`src/rtl/mem_adr_pkg.sv`:
```
// Shared types and default constants for the memory address sequencer.
// Optional feature macro used by the top: MEM_ADR_MISALIGN_CHECK_EN.
package mem_adr_pkg;

    localparam int AW_DEF         = 32;
    localparam int BURST_MAX_DEF  = 4;
    localparam int BEAT_BYTES_DEF = 4;

    typedef enum logic [1:0] {
        IDLE = 2'd0,
        REQ  = 2'd1,
        FIN  = 2'd2
    } state_t;

    // Counter width for a burst length of n beats; a single-beat build still needs one bit.
    function automatic int clog2_min1(input int n);
        int w;
        w = $clog2(n);
        return (w < 1) ? 1 : w;
    endfunction

endpackage

```
`src/rtl/mem_adr_beat_ctr.sv`:
```
// Beat counters for one burst: beat_idx counts beats issued, beats_left counts beats remaining.
module mem_adr_beat_ctr
    import mem_adr_pkg::*;
#(
    parameter int LW = 2
) (
    input  logic          clk,
    input  logic          rst,
    input  logic          load,
    input  logic [LW-1:0] load_val,
    input  logic          dec,
    input  logic          clr,
    output logic [LW-1:0] beat_idx,
    output logic [LW-1:0] beats_left
);

    // clr wins over load, load wins over dec.
    always_ff @(posedge clk or posedge rst) begin
        if (rst) begin
            beat_idx   <= '0;
            beats_left <= '0;
        end else if (clr) begin
            beat_idx   <= '0;
            beats_left <= '0;
        end else if (load) begin
            beat_idx   <= '0;
            beats_left <= load_val;
        end else if (dec) begin
            beat_idx   <= beat_idx + 1'b1;
            beats_left <= beats_left - 1'b1;
        end
    end

endmodule

```
`src/rtl/mem_adr_seq.sv`:
```
// Memory address sequencer: latches pc or alu_out_r on start and walks a burst of beats.
// Defining MEM_ADR_MISALIGN_CHECK_EN turns misaligned bases into an immediate misalign completion.
module mem_adr_seq
    import mem_adr_pkg::*;
#(
    parameter int  AW         = AW_DEF,
    parameter int  BURST_MAX  = BURST_MAX_DEF,
    parameter int  BEAT_BYTES = BEAT_BYTES_DEF,
    localparam int LW         = clog2_min1(BURST_MAX)
) (
    input  logic          clk,
    input  logic          rst,
    input  logic          IDSel,
    input  logic [AW-1:0] pc,
    input  logic [AW-1:0] alu_out_r,
    input  logic          start,
    input  logic [LW-1:0] len,
    input  logic          mem_ack,
    output logic          mem_req,
    output logic [AW-1:0] mem_adr,
    output logic          busy,
    output logic          done,
    output logic          misalign,
    output state_t        state_dbg
);

    // Handshake: a beat transfers on a rising edge where mem_req and mem_ack are both 1;
    // mem_req never drops and mem_adr never changes while a beat waits for mem_ack.

    state_t        state_q;
    state_t        state_d;
    logic [AW-1:0] base_q;
    logic [AW-1:0] src;
    logic [AW-1:0] offset;
    logic [LW-1:0] beat_idx;
    logic [LW-1:0] beats_left;
    logic          ctr_load;
    logic          ctr_dec;
    logic          ctr_clr;
    logic          accept;
    logic          start_mis;

    assign src       = IDSel ? alu_out_r : pc;
    assign offset    = AW'(beat_idx) * AW'(BEAT_BYTES);
    assign accept    = (state_q == IDLE) && start;
    assign state_dbg = state_q;

`ifdef MEM_ADR_MISALIGN_CHECK_EN
    logic mis_q;

    assign start_mis = (src % AW'(BEAT_BYTES)) != '0;

    always_ff @(posedge clk or posedge rst) begin
        if (rst) begin
            mis_q <= 1'b0;
        end else if (accept) begin
            mis_q <= start_mis;
        end
    end

    assign misalign = (state_q == FIN) && mis_q;
`else
    assign start_mis = 1'b0;
    assign misalign  = 1'b0;
`endif

    always_ff @(posedge clk or posedge rst) begin
        if (rst) begin
            state_q <= IDLE;
            base_q  <= '0;
        end else begin
            state_q <= state_d;
            if (accept) begin
                base_q <= src;
            end
        end
    end

    mem_adr_beat_ctr #(
        .LW(LW)
    ) u_beat_ctr (
        .clk       (clk),
        .rst       (rst),
        .load      (ctr_load),
        .load_val  (len),
        .dec       (ctr_dec),
        .clr       (ctr_clr),
        .beat_idx  (beat_idx),
        .beats_left(beats_left)
    );

    always_comb begin
        state_d  = state_q;
        mem_req  = 1'b0;
        busy     = 1'b0;
        done     = 1'b0;
        mem_adr  = base_q + offset;
        ctr_load = 1'b0;
        ctr_dec  = 1'b0;
        ctr_clr  = 1'b0;
        unique case (state_q)
            IDLE: begin
                // Zero-latency pass-through of the selected source while idle.
                mem_adr = src;
                if (start) begin
                    ctr_load = 1'b1;
                    state_d  = start_mis ? FIN : REQ;
                end
            end
            REQ: begin
                mem_req = 1'b1;
                busy    = 1'b1;
                if (mem_ack) begin
                    if (beats_left == '0) begin
                        state_d = FIN;
                    end else begin
                        ctr_dec = 1'b1;
                    end
                end
            end
            FIN: begin
                done    = 1'b1;
                ctr_clr = 1'b1;
                state_d = IDLE;
            end
            default: begin
                state_d = IDLE;
            end
        endcase
    end

endmodule

```
`config.mk`:
```
export PLATFORM = sky130hd
export DESIGN_NAME = mem_adr_seq
export DESIGN_NICKNAME = d
export VERILOG_FILES = /design/src/rtl/mem_adr_pkg.sv /design/src/rtl/mem_adr_beat_ctr.sv /design/src/rtl/mem_adr_seq.sv
export SDC_FILE = /design/constraint.sdc
export NUM_CORES = 1
export LEC_CHECK = 0
export CAP_MARGIN = 20
export CORE_ASPECT_RATIO = 1.1
export CORE_MARGIN = 4
export CORE_UTILIZATION = 50
export DETAILED_ROUTE_END_ITERATION = 6
export DONT_BUFFER_PORTS = 1
export GPL_TIMING_DRIVEN = 0
export HOLD_SLACK_MARGIN = 0.05
export PLACE_DENSITY = 0.64
export SLEW_MARGIN = 20
export SYNTH_ARGS = -nofsm -noshare
export SYNTH_HDL_FRONTEND = slang
export SYNTH_SLANG_ARGS = --single-unit
```
`constraint.sdc`:
```
create_clock -name clk -period 5.5 [get_ports clk]
set_input_delay 0.55 -clock clk [delete_from_list [all_inputs] [get_ports clk]]
set_output_delay 0.55 -clock clk [all_outputs]
set_load 0.005 [all_outputs]
```
==> impl_metrics.py, run 1 <==
metrics = {
    "detailed_routing": {
        "dr_total_vias": 2608,
        "remaining_drc_errors": 0,
        "wire_per_inst_um": 17.8,
        "post_drt_via_cell_ratio": 6.01,
        "ant_nets": 0,
        "drtIter0Drc": 145,
        "routed_wl_mm": 7.72,
        "drtPass1Iterations": 4,
    },
    "sta": {
        "clock.fmax_ghz": 0.279,
        "setup_viol": 0,
        "post-route-period-util_pct": 65.1,
        "setup-tns-final_ps": 0,
        "fin_ws_ps": 1920,
        "whs_ps": 124,
        "hold_viol": 0,
        "final.min_clock_period_ps": 3580,
        "worst_slew_pin_slew_ps": 842,
        "finalClockSkew_ps": 5.97,
        "relSlewSlack_pct": 43.8,
        "rsz0062_at_grt": "false",
        "drv_slew": 0,
    },
    "global_route": {
        "grt_pass1_wl_mm": 12.5,
        "grt-ovfl-total": 0,
        "antenna_found_initial": 0,
        "grt_max_degree": 23,
        "grt_pass1_vias": 2595,
        "grt.total_usage_pct": 22.4,
    },
    "worst_setup_path": {
        "cp_max_fo": 10,
        "required_ps": 4950,
        "critPathLaunchType": "register",
        "crit_buf_inv": 3,
        "worstPathArrival_ps": 3030,
        "crit_type": "reg2out",
        "path_cells": "ha_1, inv_1, fa_1, nand4b_1, or3_1, clkbuf_1, buf_2, o31a_1, o31a_1",
        "cpMostUsedCell": "o31a_1",
        "cp_slowest_cell": "fa_1",
        "endpoint_kind": "output pin",
        "cp_top_family": "adder cells",
        "critPathMaxStageDelay_ps": 440,
    },
    "yosys": {
        "syn_avg_cell_area_um2": 8.43,
        "ys_warn_count": 0,
        "synth_edf_count": 0,
        "syn-cell-area_um2": 2930,
        "yosysUniqueCellTypes": 52,
        "ys_ff_latch": 38,
        "synth_top_cell_by_area": "dfrtp_1",
        "syn-instance-count": 348,
        "synth_top_area_share_pct": 32.4,
        "ys.flop_type": "dfrtp_1",
        "yosysSeqAreaShare_pct": 32.4,
        "synth.area.top_cells": "dfrtp_1 32%, mux2i_1 15%, a21oi_1 5.6%",
        "postSynthNetCount": 423,
        "synthArstFlopShare_pct": 100,
    },
    "placed_design": {
        "dp_slack_ps": 2240,
        "detailed_place_hpwl_mm": 5.87,
        "io_buffers": 0,
        "finalWeightedCongestion": 0.808,
    },
    "pwr": {
        "powerDensity_nw_per_um2": 558,
        "power.leakage_nw": 1.28,
        "p_total_mw": 1.76,
        "peakVddDrop_v": 0.000332,
    },
    "cts": {
        "clk_pin_slew_ps": 80,
        "cts_tree": "built",
        "htree_levels": 2,
        "cts.sinks": 38,
        "clock-root-buffer": "clkbuf_8",
        "hold_buffers": 0,
        "clkLatencyLatePin_ps": 290,
        "clk_path_buf_depth": 2,
        "cts_resized": 0,
        "cts_setup_buffers": 0,
        "cts_buffers": 5,
    },
    "finish": {
        "diodes": 0,
        "utilization_pct": 54.9,
        "drive_gt1_share_pct": 6.72,
        "finalNetCount": 431,
        "synthToLayoutAreaGrowth_pct": 7.34,
    },
    "min_path": {
        "min_path_type": "in2async",
    },
    "outcome": {
        "status": "completed",
    },
    "die": {
        "core_area_um2": 5730,
        "initial_core_util_pct": 51.2,
        "fp-row-count": 29,
        "die_h_um": 88.3,
        "pin_count": 109,
        "fp.dieArea_um2": 7160,
        "die_w_um": 81.0,
    },
    "job": {
        "cap_violations": 0,
    },
}
## cells in the mapped netlist (2+ instances only)
cell type  count
o21a_1         3
a31oi_1        2
nor3_1         5
nand3b_1       2
or4_1          6
inv_1          9
or3_1          5
nor2_1        38
dfrtp_1       38
o31a_1        14
mux2i_1       43
nor2b_1        3
clkbuf_1      16
buf_1          4
nand4_1        4
nand3_1        8
xor2_1         4
a21oi_1       33
nand2b_1       3
o211ai_1       8
and2_1         4
buf_4          4
ha_1           3
xnor2_1        8
o31ai_1        2
nand2_1       30
o21ai_1       10
buf_2          3
nor4_1         8
and3_1         6
## report_power, final
part           total [mW]  leakage, nW  internal [mW]  switching (mW)
registers           0.574        0.428          0.414           0.159
logic               0.975        0.800          0.398           0.577
clock network       0.207       0.0482          0.101           0.105
## worst reg2reg max path: cells and delay by family, from the launching register on
| family | cells | cell delay [ps] |
|---|---|---|
| AOI/OAI and AO/OA | 1 | 130 |
| buffers and inverters | 3 | 1020 |
| DFF | 1 | 410 |
| and+or+nand+nor | 2 | 550 |
## path summary, 6_finish.rpt
path                                   startpoint            to  slack, ps  cells after the start
setup / recovery           u_beat_ctr.beat_idx[0]   mem_adr[22]       1920                      9
hold / removal                                rst     base_q[5]        120                      1
setup reg to reg                     state_dbg[0]    base_q[31]       3260                      6
hold reg to reg                         base_q[1]     base_q[1]        540                      2
max in group asynchronous                     rst    base_q[24]       4930                      2
min in group clk                          mem_ack  state_dbg[1]        420                      1
## metal layers
layer,vias up,routed length [µm],global-route usage [%]
met5,-,0,0
met3,8,464,3.46
met2,77,3910,38.5
met1,1254,3250,28.6
met4,0,90,7.68
li1,1269,-,-
## cells by family after synthesis
family	share of synthesized area (%)
adder cells (fa/ha/maj)	1.96
AND/OR/NAND/NOR	23.0
multiplexers	15.4
other	0.128
XOR/XNOR	3.58
flip-flops	32.4
AO/OA/AOI/OAI	17.8
buffers and inverters	5.63
## final cells by class
cell class | instances | area (µm²)
fillers | 615 | 2580
plain buffers | 28 | 131
well taps | 77 | 96.3
repair buffers | 1 | 27.5
clock inverters | 1 | 5.00
clock buffers | 7 | 86.3
inverters | 9 | 33.8
multi-input cells | 273 | 1820
flip-flops and latches | 38 | 951
## registers in the layout (all words and copies together), names as in the netlist
signal                 count
state_dbg                  2
u_beat_ctr.beats_left      2
u_beat_ctr.beat_idx        2
base_q                    32
## through the flow
stage / cells / cell area (µm²)
after floorplan: 348 / 2930
after global placement: 425 / 3030
after detailed placement: 426 / 3060
after CTS: 434 / 3150
after global routing: 434 / 3150
final: 434 / 3150
## cells in the final DEF (no fill, tap or decap), types with 4 or more instances in the layout
cell type and count:
xor2_1 4, inv_1 8, nand3_1 8, and2_1 4, mux2i_1 43, o211ai_1 8
a21oi_1 33, clkbuf_8 6, nor3_1 5, o21ai_1 10, nor2_1 38, and3_1 6
clkbuf_1 17, nor4_1 8, buf_4 4, nand2_1 30, nand4_1 4, or3_1 5
xnor2_1 8, dfrtp_1 38, or4_1 6, o31a_1 14, buf_1 4
Power figures use the tool's default switching activity.
==> inputs of run 2 (changes only) <==
==> constraint.sdc (replaced) <==
create_clock -name clk -period 3.74 [get_ports clk]
set_input_delay 0.374 -clock clk [delete_from_list [all_inputs] [get_ports clk]]
set_output_delay 0.374 -clock clk [all_outputs]
set_load 0.005 [all_outputs]
==> impl_metrics.py, run 2 (synthesized netlist as in run 1, its figures left out) <==
metrics = {
    "outcome": {
        "status": "completed",
    },
    "worst_setup_path": {
        "r2r-start": "state_dbg[0]",
        "cp_max_fo": 10,
        "endpoint_kind": "output pin",
        "crit_type": "reg2out",
        "r2r_end": "base_q[31]",
        "r2r_setup_slack_ps": 1500,
        "worstPathArrival_ps": 3040,
        "critPathLaunchType": "register",
        "required_ps": 3370,
        "r2r_cells": 6,
    },
    "finish": {
        "final_common_cell": "mux2i_1",
        "final-instance-count-excl-fill": 435,
        "drive_gt1_share_pct": 6.70,
        "top_register": "base_q",
        "finalNetCount": 432,
        "largest_reg_flops": 32,
        "synthToLayoutAreaGrowth_pct": 7.68,
        "final_cell_area_um2": 3160,
        "final_cell_mix": "43 x mux2i_1, 38 x nor2_1, 38 x dfrtp_1, 33 x a21oi_1, 30 x nand2_1",
        "diodes": 0,
    },
    "cts": {
        "cts_setup_buffers": 0,
        "cts_tree": "built",
        "cts_buffers": 5,
        "hold_buffers": 1,
        "htree_levels": 2,
        "cts_resized": 0,
        "clk_path_buf_depth": 2,
        "clock-root-buffer": "clkbuf_8",
        "clkLatencyLatePin_ps": 300,
        "clk_pin_slew_ps": 70,
        "cts.sinks": 38,
    },
    "die": {
        "die_w_um": 81.0,
        "fp-row-count": 29,
        "pin_count": 109,
        "fp.dieArea_um2": 7160,
        "initial_core_util_pct": 51.2,
        "die_h_um": 88.3,
        "core_area_um2": 5730,
    },
    "placed_design": {
        "io_buffers": 0,
        "dp_cells": 426,
        "placed_area_um2": 3060,
        "dp_slack_ps": 654,
        "finalWeightedCongestion": 0.808,
        "detailed_place_hpwl_mm": 5.87,
    },
    "global_route": {
        "grt.total_usage_pct": 22.4,
        "grt_max_degree": 23,
        "grt_pass1_wl_mm": 12.5,
        "antenna_found_initial": 0,
        "grt-ovfl-total": 0,
        "grt_pass1_vias": 2599,
    },
    "sta": {
        "rsz0062_at_grt": "false",
        "final.min_clock_period_ps": 3410,
        "post-route-period-util_pct": 91.2,
        "clock.fmax_ghz": 0.293,
        "worst_slew_pin_slew_ps": 850,
        "drv_slew": 0,
        "setup-tns-final_ps": 0,
        "finalClockSkew_ps": 7.76,
        "fin_ws_ps": 328,
        "setup_viol": 0,
        "relSlewSlack_pct": 43.4,
        "hold_viol": 0,
    },
    "detailed_routing": {
        "post_drt_via_cell_ratio": 6.05,
        "wire_per_inst_um": 17.9,
        "ant_nets": 0,
        "remaining_drc_errors": 0,
        "drtIter0Drc": 134,
        "dr_total_vias": 2630,
        "routed_wl_mm": 7.78,
        "drtPass1Iterations": 5,
    },
    "pwr": {
        "power.leakage_nw": 1.28,
        "powerDensity_nw_per_um2": 819,
        "peakVddDrop_v": 0.000488,
        "p_total_mw": 2.59,
    },
    "min_path": {
        "min_path_cells": 1,
        "worstHoldStart": "mem_ack",
        "hold_end": "state_dbg[1]",
        "min_path_type": "in2reg",
    },
    "job": {
        "cap_violations": 0,
    },
}
## run 2: per-stage QoR
stage | hold slack (ps) | util (%)
detailed placement | 275 | 53.3
global route | 249 | 55.1
global placement | 504 | 52.8
finish | 240 | 55.1
CTS | 236 | 55.1
floorplan | 476 | -
## run 2: area by class of cell
class | instances | area [µm²]
fill | 618 | 2570
multi-input combinational | 273 | 1820
buffer | 28 | 131
timing repair buffer | 2 | 37.5
inverter | 9 | 33.8
clock inverter | 1 | 5.00
tap | 77 | 96.3
sequential | 38 | 951
clock buffer | 7 | 86.3
## run 2: worst max-delay path, cell delays in order, from the launching register on
cell and delay [ps]:
dfrtp_1 410, ha_1 240, inv_1 70, fa_1 440
nand4b_1 260, or3_1 340, clkbuf_1 190, buf_2 230
or4_1 410, o211ai_1 160
## run 2: per-layer routing
metal	track usage, %	wire, µm	share of wire (%)
met4	7.68	111	1.4
met2	38.5	3870	50
met1	28.6	3340	43
met5	0	0	0
met3	3.46	465	6.0
## run 2: worst max-delay path by stage
| stage | start | slack (ps) | to | depth (start not counted) |
|---|---|---|---|---|
| finish | u_beat_ctr.beat_idx[0] | 330 | mem_adr[20] | 9 |
| detailed placement | u_beat_ctr.beat_idx[0] | 650 | mem_adr[22] | 9 |
| floorplan | u_beat_ctr.beat_idx[0] | 970 | mem_adr[28] | 8 |
| global route | u_beat_ctr.beat_idx[0] | 190 | mem_adr[22] | 9 |
| global placement | u_beat_ctr.beat_idx[0] | 680 | mem_adr[22] | 9 |
| CTS | u_beat_ctr.beat_idx[0] | 330 | mem_adr[22] | 9 |
## run 2: report_power, final
part           internal (mW)  total [mW]  switching (mW)
combinational          0.586        1.44           0.850
clock                  0.149       0.305           0.156
sequential             0.609       0.845           0.235
total                   1.34        2.59            1.24
==> inputs of run 3 (changes only) <==
--- a/config.mk
+++ b/config.mk
@@ -8,12 +8,12 @@
 export CAP_MARGIN = 20
 export CORE_ASPECT_RATIO = 1.1
 export CORE_MARGIN = 4
-export CORE_UTILIZATION = 50
+export CORE_UTILIZATION = 64
 export DETAILED_ROUTE_END_ITERATION = 6
 export DONT_BUFFER_PORTS = 1
 export GPL_TIMING_DRIVEN = 0
 export HOLD_SLACK_MARGIN = 0.05
-export PLACE_DENSITY = 0.64
+export PLACE_DENSITY = 0.79
 export SLEW_MARGIN = 20
 export SYNTH_ARGS = -nofsm -noshare
 export SYNTH_HDL_FRONTEND = slang
==> impl_metrics.py, run 3 (synthesized netlist as in run 1, its figures left out) <==
metrics = {
    "die": {
        "fp.dieArea_um2": 5730,
        "fp-row-count": 25,
        "die_w_um": 72.5,
        "die_h_um": 79.0,
        "pin_count": 109,
        "core_area_um2": 4380,
        "initial_core_util_pct": 67.0,
    },
    "global_route": {
        "grt.total_usage_pct": 28.0,
        "grt_pass1_wl_mm": 12.7,
        "grt_pass1_vias": 2681,
        "grt-ovfl-total": 0,
        "antenna_found_initial": 0,
        "grt_max_degree": 32,
    },
    "detailed_routing": {
        "remaining_drc_errors": 0,
        "wire_per_inst_um": 18.6,
        "post_drt_via_cell_ratio": 6.52,
        "drtPass1Iterations": 4,
        "drtIter0Drc": 258,
        "dr_total_vias": 2686,
        "ant_nets": 0,
        "routed_wl_mm": 7.65,
    },
    "finish": {
        "largest_reg_flops": 32,
        "drive_gt1_share_pct": 6.70,
        "register_area_um2": 951,
        "top_register": "base_q",
        "final-instance-count-excl-fill": 412,
        "multiInputGateArea_um2": 1820,
        "synthToLayoutAreaGrowth_pct": 6.44,
        "diodes": 0,
        "final_common_cell": "mux2i_1",
        "final_cell_mix": "43 x mux2i_1, 38 x nor2_1, 38 x dfrtp_1, 33 x a21oi_1, 30 x nand2_1",
        "fill_cells": 382,
        "finalNetCount": 432,
    },
    "worst_setup_path": {
        "endpoint_kind": "output pin",
        "worstPathArrival_ps": 3020,
        "critPathLaunchType": "register",
        "crit_type": "reg2out",
        "required_ps": 3370,
        "cp_max_fo": 10,
    },
    "cts": {
        "clk_path_buf_depth": 2,
        "cts.sinks": 38,
        "clkLatencyLatePin_ps": 300,
        "clk_pin_slew_ps": 70,
        "clock-root-buffer": "clkbuf_8",
        "cts_tree": "built",
        "cts_buffers": 5,
        "cts_resized": 0,
        "htree_levels": 2,
        "cts_setup_buffers": 0,
    },
    "pwr": {
        "power.leakage_nw": 1.28,
        "powerDensity_nw_per_um2": 828,
        "p_total_mw": 2.58,
        "peakVddDrop_v": 0.000506,
    },
    "sta": {
        "finalClockSkew_ps": 4.23,
        "hold_viol": 0,
        "drv_slew": 0,
        "relSlewSlack_pct": 45.1,
        "setup_viol": 0,
        "rsz0062_at_grt": "false",
        "post-route-period-util_pct": 90.7,
        "clock.fmax_ghz": 0.295,
        "setup-tns-final_ps": 0,
        "worst_slew_pin_slew_ps": 824,
        "final.min_clock_period_ps": 3390,
    },
    "placed_design": {
        "finalWeightedCongestion": 0.863,
        "dp_cells": 403,
        "detailed_place_hpwl_mm": 5.75,
        "io_buffers": 0,
    },
    "job": {
        "cap_violations": 0,
    },
    "min_path": {
        "min_path_type": "in2reg",
    },
    "outcome": {
        "status": "completed",
    },
}
## run 3: final cells by class
cell class	count	share of cell area [%]
plain buffers	28	4.21
clock buffers	7	2.77
clock inverters	1	0.160
inverters	9	1.08
multi-input cells	273	58.2
flip-flops and latches	38	30.5
well taps	54	2.16
repair buffers	2	0.962
## run 3: metal layers
| layer | wire length, µm | track usage (%) | vias up |
|---|---|---|---|
| li1 | - | - | 1275 |
| met1 | 3080 | 35.1 | 1282 |
| met2 | 3890 | 48.0 | 112 |
| met3 | 540 | 5.06 | 17 |
| met4 | 148 | 9.23 | 0 |
| met5 | 0 | 0 | - |
## run 3: report_power, final
| part | switching [mW] | internal, mW | leakage (nW) |
|---|---|---|---|
| sequential | 0.242 | 0.609 | 0.428 |
| clock | 0.153 | 0.149 | 0.0482 |
| combinational | 0.845 | 0.585 | 0.801 |
## run 3: timing repair
| item | in CTS | in global routing |
|---|---|---|
| hold endpoints to repair | 7 | 0 |
| hold buffers | 1 | 0 |
| endpoints found under the setup margin | 0 | 0 |
## run 3: per-stage QoR
step	setup slack (ps)	hold slack, ps	cell area [µm²]	util [%]
3_3_place_gp	703	499	3000	68.5
2_1_floorplan	969	476	2930	-
3_5_place_dp	670	180	3020	69.0
5_1_grt	186	236	3120	71.3
6_report	346	235	3120	71.3
4_1_cts	334	230	3120	71.3
## run 3: path summary, 6_finish.rpt
check	startpoint	depth (start not counted)	slack (ps)	to
setup / recovery	u_beat_ctr.beat_idx[0]	9	350	mem_adr[22]
hold / removal	mem_ack	1	240	state_dbg[1]
setup reg to reg	state_dbg[0]	7	1460	base_q[3]
hold reg to reg	u_beat_ctr.beats_left[1]	2	530	u_beat_ctr.beats_left[1]
max in group asynchronous	rst	3	2880	base_q[21]
min in group asynchronous	rst	2	440	state_dbg[0]
## run 3: critical path, stage by stage, from the launching register on
cell	delay [ps]
dfrtp_1	420
ha_1	250
inv_1	70
fa_1	430
nand4b_1	250
or3_1	330
clkbuf_1	180
buf_2	230
o31a_1	250
o31a_1	300
